--- src/rtl/da2_dac_tx.sv ---
// Dual-channel DAC121S101 (Pmod DA2) serial transmitter: one 12-bit code pair per handshake.
// Build macro DA2_RAMP_TEST_EN replaces the handshake with an internal self-accepting sawtooth.
module da2_dac_tx #(
   parameter int unsigned CLK_DIV = 4,
   parameter int unsigned GAP_CYC = 8
) (
   input  logic        clk100,
   input  logic        RESET,
   input  logic        in_valid,
   output logic        in_ready,
   input  logic [11:0] data_a,
   input  logic [11:0] data_b,
   input  logic [1:0]  pd_mode,
   output logic        busy,
   output logic        done,
   output logic        SYNC,
   output logic        SCLK,
   output logic        DINA,
   output logic        DINB
);

   typedef enum logic [1:0] {StIdle, StShift, StGap} state_e;

   localparam logic [7:0] DivLast = 8'(CLK_DIV - 1);
   localparam logic [7:0] GapLast = 8'(GAP_CYC - 1);

   state_e      state_q;
   logic [7:0]  div_cnt_q;
   logic [4:0]  bit_cnt_q;
   logic [15:0] sh_a_q, sh_b_q;
   logic        sync_q, sclk_q, dina_q, dinb_q, ready_q, busy_q, done_q;

   logic        accept;
   logic [11:0] cap_a, cap_b;
   logic [1:0]  cap_pd;
   logic [15:0] word_a, word_b;

`ifdef DA2_RAMP_TEST_EN
   logic [11:0] ramp_q;
   logic        unused_inputs;

   assign unused_inputs = ^{in_valid, data_a, data_b, pd_mode};
   assign accept        = ready_q;
   assign cap_a         = ramp_q;
   assign cap_b         = ~ramp_q;
   assign cap_pd        = 2'b00;

   always_ff @(posedge clk100 or negedge RESET) begin
      if (!RESET) begin
         ramp_q <= '0;
      end else if (accept) begin
         ramp_q <= ramp_q + 12'd1;
      end
   end
`else
   assign accept = in_valid & ready_q;
   assign cap_a  = data_a;
   assign cap_b  = data_b;
   assign cap_pd = pd_mode;
`endif

   assign word_a = {2'b00, cap_pd, cap_a};
   assign word_b = {2'b00, cap_pd, cap_b};

   always_ff @(posedge clk100 or negedge RESET) begin
      if (!RESET) begin
         state_q   <= StIdle;
         div_cnt_q <= '0;
         bit_cnt_q <= '0;
         sh_a_q    <= '0;
         sh_b_q    <= '0;
         sync_q    <= 1'b1;
         sclk_q    <= 1'b1;
         dina_q    <= 1'b0;
         dinb_q    <= 1'b0;
         ready_q   <= 1'b0;
         busy_q    <= 1'b0;
         done_q    <= 1'b0;
      end else begin
         done_q <= 1'b0;
         unique case (state_q)
            StIdle: begin
               if (accept) begin
                  state_q   <= StShift;
                  ready_q   <= 1'b0;
                  busy_q    <= 1'b1;
                  sync_q    <= 1'b0;
                  sclk_q    <= 1'b1;
                  div_cnt_q <= '0;
                  bit_cnt_q <= '0;
                  sh_a_q    <= word_a;
                  sh_b_q    <= word_b;
                  dina_q    <= word_a[15];
                  dinb_q    <= word_b[15];
               end else begin
                  ready_q <= 1'b1;
               end
            end
            StShift: begin
               if (div_cnt_q == DivLast) begin
                  div_cnt_q <= '0;
                  if (sclk_q) begin
                     // Falling SCLK: the DAC samples DIN here.
                     sclk_q    <= 1'b0;
                     bit_cnt_q <= bit_cnt_q + 5'd1;
                  end else if (bit_cnt_q == 5'd16) begin
                     state_q <= StGap;
                     sclk_q  <= 1'b1;
                     sync_q  <= 1'b1;
                     dina_q  <= 1'b0;
                     dinb_q  <= 1'b0;
                  end else begin
                     sclk_q <= 1'b1;
                     sh_a_q <= {sh_a_q[14:0], 1'b0};
                     sh_b_q <= {sh_b_q[14:0], 1'b0};
                     dina_q <= sh_a_q[14];
                     dinb_q <= sh_b_q[14];
                  end
               end else begin
                  div_cnt_q <= div_cnt_q + 8'd1;
               end
            end
            StGap: begin
               if (div_cnt_q == GapLast) begin
                  state_q   <= StIdle;
                  div_cnt_q <= '0;
                  done_q    <= 1'b1;
                  ready_q   <= 1'b1;
                  busy_q    <= 1'b0;
               end else begin
                  div_cnt_q <= div_cnt_q + 8'd1;
               end
            end
            default: begin
               state_q <= StIdle;
            end
         endcase
      end
   end

   assign in_ready = ready_q;
   assign busy     = busy_q;
   assign done     = done_q;
   assign SYNC     = sync_q;
   assign SCLK     = sclk_q;
   assign DINA     = dina_q;
   assign DINB     = dinb_q;

endmodule
--- config.mk ---
export PLATFORM = sky130hd
export DESIGN_NAME = da2_dac_tx
export DESIGN_NICKNAME = d
export VERILOG_FILES = /design/src/rtl/da2_dac_tx.sv
export SDC_FILE = /design/constraint.sdc
export NUM_CORES = 1
export LEC_CHECK = 0
export BUFFER_PORTS_ARGS = -buffer_cell sky130_fd_sc_hd__buf_4
export CORE_ASPECT_RATIO = 1.5
export CORE_MARGIN = 1
export CORE_UTILIZATION = 52
export DETAILED_ROUTE_END_ITERATION = 8
export PLACE_DENSITY = 0.76
export SYNTH_ARGS = -nofsm -noshare
export SYNTH_HDL_FRONTEND = slang
export SYNTH_SLANG_ARGS = --single-unit
--- constraint.sdc ---
create_clock -name clk100 -period 2.21 [get_ports clk100]
set_input_delay 0.442 -clock clk100 [delete_from_list [all_inputs] [get_ports clk100]]
set_output_delay 0.442 -clock clk100 [all_outputs]
set_load 0.005 [all_outputs]
; Word-level counts from Yosys, hierarchy flattened
; Index checks and enable logic that the tools add are counted.
[totals]
output_inout_bits = 7
ram_bits = 0
reg_bits = 52
mem_count = 0
mem_bits_ro = 0
latch_bits = 0
[classes]
magnitude_cmp = 0
add_sub_neg = 2
n_div = 0
multipliers = 0
mux = 48
n_reduce_logical = 13
eq_ne = 12
n_shift = 0
bitwise = 1
[ops]
columns = cell, count
row1 = 2-to-1 mux 15 bit, 8
row2 = one-hot mux 15 bit (2 select lines), 2
row3 = 2-to-1 mux 8 bit, 3
row4 = one-hot mux 8 bit (3 select lines), 1
row5 = 2-to-1 mux 1 bit, 18
row6 = 2-to-1 mux 5 bit, 3
row7 = AND reduction 5 bit, 3
row8 = inequality test 2 bit (second input constant), 7
row9 = one-hot mux 1 bit (2 select lines), 6
row10 = 2-to-1 mux 2 bit, 5
row11 = one-hot mux 5 bit (2 select lines), 1
row12 = adder 8 x 1 -> 8 bit (second input constant), 1
row13 = equality test 8 x 2 -> 1 bit (second input constant), 1
row14 = equality test 8 x 3 -> 1 bit (second input constant), 1
row15 = AND reduction 4 bit, 2
row16 = one-hot mux 2 bit (3 select lines), 1
row17 = AND reduction 3 bit, 2
row18 = adder 5 x 1 -> 5 bit (second input constant), 1
row19 = equality test 5 bit (second input constant), 1
row20 = AND reduction 2 bit, 2
row21 = nonzero test 2 bit, 2
row22 = nonzero test 3 bit, 1
row23 = equality test 2 x 1 -> 1 bit (second input constant), 1
row24 = equality test 2 bit (second input constant), 1
row25 = other kinds (2), 2

; Longest topological paths before layout
; Gate-level depths: netlist of the first run.
[logic_depth]
ltp_word = 5
mapped_depth = 8
depth_no_buf = 6

; Worst setup path after synthesis of the first run
; No wires, ideal clock.
[synth_timing]
path_kind = register to register
from = register div_cnt_q[0]
to = register sh_a_q[10]
n_path_buf = 1
slack_ps = 164
arrival_ps = 1921
setup_time_ps = 125
stages_incl_launch_ff = 7
cell_sequence = dfrtp_1 > ha_1 > nor4b_1 > nand4_1 > a21oi_2 > buf_4 > mux2_2
[synth_via]
elab_chain_len = 3
[synth_lines]
columns = element, line
row1 = "start, declared", 28  ; logic [7:0] div_cnt_q;
row2 = "start signal, assigned", 120  ; div_cnt_q <= div_cnt_q + 8'd1;
row3 = "start signal, assigned", 131  ; div_cnt_q <= div_cnt_q + 8'd1;
row4 = equality test 8 x 2 -> 1 bit, 100  ; if (div_cnt_q == DivLast) begin
row5 = inequality test 2 bit (no source line), --
row6 = AND reduction 5 bit (no source line), --
row7 = "end signal, assigned", 91  ; sh_a_q <= word_a;
row8 = "end signal, assigned", 114  ; sh_a_q <= {sh_a_q[14:0], 1'b0};
row9 = "end, declared", 30  ; logic [15:0] sh_a_q, sh_b_q;
; Every way passes these cells.
; A chain may end at the register's enable or synchronous reset.

; Worst setup path in the final report of the first run
[layout_timing]
from = register div_cnt_q[7]
to = register sh_a_q[14]
; Same word-level chain as after synthesis.

==> results.toml, run 1 <==
[run_status]
status = "finished, final reports clean"

[sta]
min_period_ns = 2.04
max_freq_mhz = 490
min_period_over_period_pct = 92.3
setup_violations = 0
worst_slack_ns = 0.170
tns_ns = 0
rsz0062_at_grt = "no"
relSlewSlack_pct = 56.5
slew_violations = 0
worst_clock_skew_ns = 0.00993
finalHoldViolations = 0
tightestPinTransition_ns = 0.652

[worst_setup_path]
critPathLaunchType = "register"
cpPeakStageDelay_ns = 0.68
r2r-start = "div_cnt_q[7]$_DFFE_PN0P_"
worstPathArrival_ns = 2.27
cp-end-kind = "register"
critPathLaunch = "div_cnt_q[7]$_DFFE_PN0P_"
worstPathMaxFanout = 8
critical_path_class = "reg -> reg"
worstPathCellList = "or4_1 -> or3_4 -> or2_0 -> o211ai_1"
cp_num_buf_inv = 0
slowest_stage = "or4_1"
crit_family = "simple AND/OR/NAND/NOR gates"
required_ns = 2.44

[cts]
cts-root-buf = "clkbuf_8"
cts_buffer_depth = 2
worstSkewPairLatency_ns = 0.32
cts.reportedPaths.clkPinSlew_ns = 0.10
cts_num_sinks = 52
numCtsBuffers = 5
htreeDepth = 2
cts_tree = "done"

[power_and_ir_drop]
power_w = 0.00165
power_leakage_nw = 1.54
ir_drop_uv = 434
powerDensity_nw_per_um2 = 493

[logic_synthesis]
avgSynthCellArea_um2 = 10.9
synth_warnings = 0
netlist_area_um2 = 2820
ys_types = 49
ys_seq_elements = 52
netlist_instances = 260
ys.flop_type = "dfrtp_1"
syn_nets = 295
synth_edf_count = 0
async_flop_share_pct = 100
synth-seq-area-share_pct = 46.2

[floorplanning]
die_width_um = 62.1
start_util_pct = 54.6
core_um2 = 5160
rows = 32
io_pins = 36
dieHeight_um = 92.2
die_area_um2 = 5730

[detailed_routing]
via_count = 2099
viasPerCell = 5.61
first_pass_iters = 4
drt-initial-drc-count = 76
wl_per_cell_um = 14.5
routed_wl_um = 5410
detail-route-antenna-nets = 0
drc = 0

[global_routing]
antenna_found_initial = 0
grt_start_max_net_pins = 53
grt_pass1_wl_um = 9280
grt_pass1_vias = 2051
grt_usage_pct = 20.4
grt.overflow.total = 0

[flow_run]
maxCapViolCount = 0

[finish]
area_delta_synth_final_pct = 18.3
finalNetCount = 340
layout-drive-gt1-share_pct = 39.2
fill_cells = 403
final_cells = 374
diodes = 0

[placement]
pre_cts_slack_ns = 0.125
hpwlAfterDp_um = 3850
gp_congestion = 0.813
numPortBuffers = 35
dp_cells = 364

[worst_hold_path]
min_path_type = "in -> async"
## placed cells by master (no fill, tap or decap), drive strengths merged, types with 5 or more instances in the layout
| cell type | netlist | layout |
|---|---|---|
| buf | 5 | 51 |
| a21oi | 8 | 8 |
| dfrtp | 50 | 50 |
| ha | 6 | 6 |
| o21ai | 12 | 12 |
| mux2 | 46 | 46 |
| mux2i | 7 | 7 |
| nand3 | 9 | 9 |
| inv | 16 | 18 |
| nand2 | 26 | 26 |
| nor3 | 6 | 6 |
| nor2b | 5 | 5 |
| nor2 | 7 | 7 |
| clkbuf | 8 | 5 |
## per-stage QoR
stage / utilization, % / hold slack (ns) / cell area, um^2
floorplan: - / 0.146 / 2820
global placement: 62.4 / 0.460 / 3220
detailed placement: 62.4 / 0.470 / 3220
CTS: 64.2 / 0.169 / 3320
global route: 64.6 / 0.208 / 3340
finish: 64.6 / 0.141 / 3340
## cell type report
cell class / count / area [um^2] / share of cell area [%]
multi-input combinational: 179 / 1400 / 41.9
sequential: 52 / 1300 / 39.1
timing repair buffer: 51 / 395 / 11.8
tap: 68 / 85.1 / 2.55
clock buffer: 5 / 68.8 / 2.06
inverter: 16 / 60.1 / 1.80
clock inverter: 3 / 26.3 / 0.787
## synthesized netlist by cell type, drive strengths merged (4+ instances only)
library cell,n,area share (%)
a21oi,8,1.6
o21ai,12,2.1
nor2,7,0.93
ha,6,2.7
nand3,9,1.6
dfrtp,50,44
nor3,6,1.5
buf,5,1.2
mux2i,7,2.5
clkbuf,8,1.1
nand2,26,3.5
inv,16,2.1
a32o,4,1.4
mux2,46,18
nor2b,5,1.1
o211ai,4,1.1
## power breakdown
group | switching (W) | leakage [nW] | total (W) | internal (W)
combinational | 0.0000345 | 0.845 | 0.0000895 | 0.0000550
sequential | 0.0000108 | 0.648 | 0.000980 | 0.000970
clock | 0.000343 | 0.0491 | 0.000576 | 0.000234
total | 0.000388 | 1.54 | 0.00165 | 0.00126
## logic make-up after synthesis
family	Yosys count	share of synthesized area [%]
simple gates	71	13.5
compound gates	47	11.8
fa+ha+maj	6	2.66
buf+inv	29	4.43
mux	53	20.8
xor+xnor	2	0.621
flops	52	46.2
## path summary, 6_finish.rpt
kind                            depth (start not counted)  slack, ns                     end
min in group clk100                                     3       0.32   sh_b_q[0]$_DFFE_PN0P_
worst min-delay path                                    1       0.14   sh_a_q[2]$_DFFE_PN0P_
worst min register to register                          2       0.49        SYNC$_DFFE_PN1P_
worst max register to register                          4       0.17  sh_a_q[14]$_DFFE_PN0P_
max in group asynchronous                               1       1.62  sh_a_q[11]$_DFFE_PN0P_
worst max-delay path                                    4       0.17  sh_a_q[14]$_DFFE_PN0P_
## registers in the layout, summed over array words and instances, names as in the netlist
register,cells
busy,1
sh_b_q,15
state_q,2
DINA,1
bit_cnt_q,5
DINB,1
SYNC,1
done,1
sh_a_q,15
div_cnt_q,8
in_ready,1
SCLK,1
## layer usage
metal  vias to the layer above  share of wire [%]  GRT usage, %
met2                        45                 51          35.1
li1                       1025                  -             -
met3                        11                3.7          3.61
met5                         -                  0             0
met1                      1018                 43          24.5
met4                         0                2.5          9.88
## what timing repair did
item,CTS,global route
hold buffers,0,0
gates resized for setup,0,1
buffers inserted,0,2
endpoints found under the setup margin,0,4
No activity file was read; power rests on OpenSTA's default activity.
==> inputs of run 2 (changes only) <==
CORE_UTILIZATION = 60   (was 52)
CTS_BUF_LIST = sky130_fd_sc_hd__clkbuf_16   (was unset)
PLACE_DENSITY = unset   (was 0.76)
PLACE_DENSITY_LB_ADDON = 0.08   (was unset)
clock period = 2.6 ns   (was 2.21 ns; I/O delays follow)
==> run 2 against run 1 <==
The flow now finishes with violations (design-rule violations). Clock power increased by 11%. First-iteration DRC count decreased by 2.6%. Critical path depth unchanged. Fmax decreased by 6.0%. Utilization increased by 8.1 points. Cell count decreased by 7.8%. Via count decreased by 2.1%. Non-clock buffer count decreased by 9. Register-to-register slack improved by 0.26 ns. Largest cell class unchanged. Flip-flop and latch count unchanged.
==> results.toml, run 2 (synthesis results as in run 1) <==
[placement]
pre_cts_slack_ns = 0.440
gp_congestion = 0.796
dpl_cell_area_um2 = 3130
numPortBuffers = 35
hpwlAfterDp_um = 3770

[detailed_routing]
drc = 1
wl_per_cell_um = 15.3
via_count = 2054
first_pass_iters = 6
drt-initial-drc-count = 74
viasPerCell = 5.95
routed_wl_um = 5280
detail-route-antenna-nets = 0

[worst_setup_path]
critical_path_class = "reg -> reg"
critPathLaunch = "div_cnt_q[5]$_DFFE_PN0P_"
r2r_cells = 4
r2r-start = "div_cnt_q[5]$_DFFE_PN0P_"
required_ns = 2.77
worstPathMaxFanout = 8
worstReg2RegEnd = "state_q[0]$_DFFE_PN0P_"
rrSetupSlack_ns = 0.43
worstPathArrival_ns = 2.34
critPathLaunchType = "register"
cp-end-kind = "register"

[run_status]
status = "finished with violations"
violations = "design-rule violations"

[cts]
cts-root-buf = "clkbuf_16"
cts_buffer_depth = 2
cts_num_sinks = 52
post_cts_resized = 0
worstSkewPairLatency_ns = 0.29
cts.reportedPaths.clkPinSlew_ns = 0.07
post_cts_buffers = 0
cts_tree = "done"
hold_buffers = 0
numCtsBuffers = 5
htreeDepth = 2

[worst_hold_path]
min_path_type = "in -> async"

[floorplanning]
dieHeight_um = 86.0
start_util_pct = 62.6
io_pins = 36
rows = 30
die_area_um2 = 4990
core_um2 = 4500
die_width_um = 58.0

[power_and_ir_drop]
powerDensity_nw_per_um2 = 473
power_leakage_nw = 1.51
power_w = 0.00155
ir_drop_uv = 433

[finish]
area_delta_synth_final_pct = 16.1
finalNetCount = 331
diodes = 0
reg_top3 = "sh_a_q: 15 flops, sh_b_q: 15 flops, div_cnt_q: 8 flops"
final_common_cell = "dfrtp_1"
fill_cells = 321
multi_input_area_um2 = 1390
layout-drive-gt1-share_pct = 36.7
seqCellArea_um2 = 1300
final_area_um2 = 3280
layout_common_cells = "dfrtp_1, mux2_2, buf_4, nand2_1, inv_1"

[sta]
relSlewSlack_pct = 56.7
tightestPinTransition_ns = 0.649
rsz0062_at_grt = "no"
finalHoldViolations = 0
worst_clock_skew_ns = 0.00311
max_freq_mhz = 461
worst_slack_ns = 0.430
whs_ns = 0.254
setup_violations = 0
min_period_over_period_pct = 83.5
tns_ns = 0
slew_violations = 0
min_period_ns = 2.17

[global_routing]
grt_start_max_net_pins = 53
grt_pass1_wl_um = 9060
grt_usage_pct = 23.4
grt.overflow.total = 0
antenna_found_initial = 0
grt_pass1_vias = 2064

[flow_run]
maxCapViolCount = 0
run 2: changes by cell type in the layout (fill, tap and decap cells not counted), sizes merged:
cell      change
buf           -9
clkinvlp      +2
inv           -2
run 2: worst max-delay path: stages (launching register included):
cell      delay, ns
dfrtp_1        0.45
or4_1          0.72
nor4_1         0.56
o211ai_1       0.17
mux2i_1        0.15
run 2: metrics by stage:
step	instances	util, %
after floorplan	260	-
after global placement	337	69.5
after detailed placement	337	69.5
after CTS	345	72.7
after global routing	345	72.7
final	345	72.7
run 2: routing by layer:
layer  GRT usage (%)  share of wire (%)  up-vias
li1                -                  -     1001
met1            27.7                 43     1012
met2            42.3                 53       35
met3            3.32                2.1        6
met4            8.01                1.6        0
met5               0                  0        -
run 2: layout make-up:
cell class	instances	share of cell area (%)
Multi-Input combinational cell	179	42.5
Inverter	16	1.83
Sequential cell	52	39.8
Clock inverter	3	0.573
Tap cell	48	1.83
Clock buffer	5	3.82
Timing Repair Buffer	42	9.63
run 2: where the power goes:
group / internal (W) / switching (W)
registers: 0.000825 / 0.00000860
logic: 0.0000468 / 0.0000293
clock network: 0.000353 / 0.000288
run 2: worst max path at each step:
stage,to,slack [ns],depth (start not counted)
floorplan,sh_a_q[10]$_DFFE_PN0P_,0.55,6
global placement,state_q[0]$_DFFE_PN0P_,0.44,4
detailed placement,state_q[0]$_DFFE_PN0P_,0.44,4
CTS,state_q[0]$_DFFE_PN0P_,0.42,4
global route,state_q[0]$_DFFE_PN0P_,0.29,4
finish,state_q[0]$_DFFE_PN0P_,0.43,4
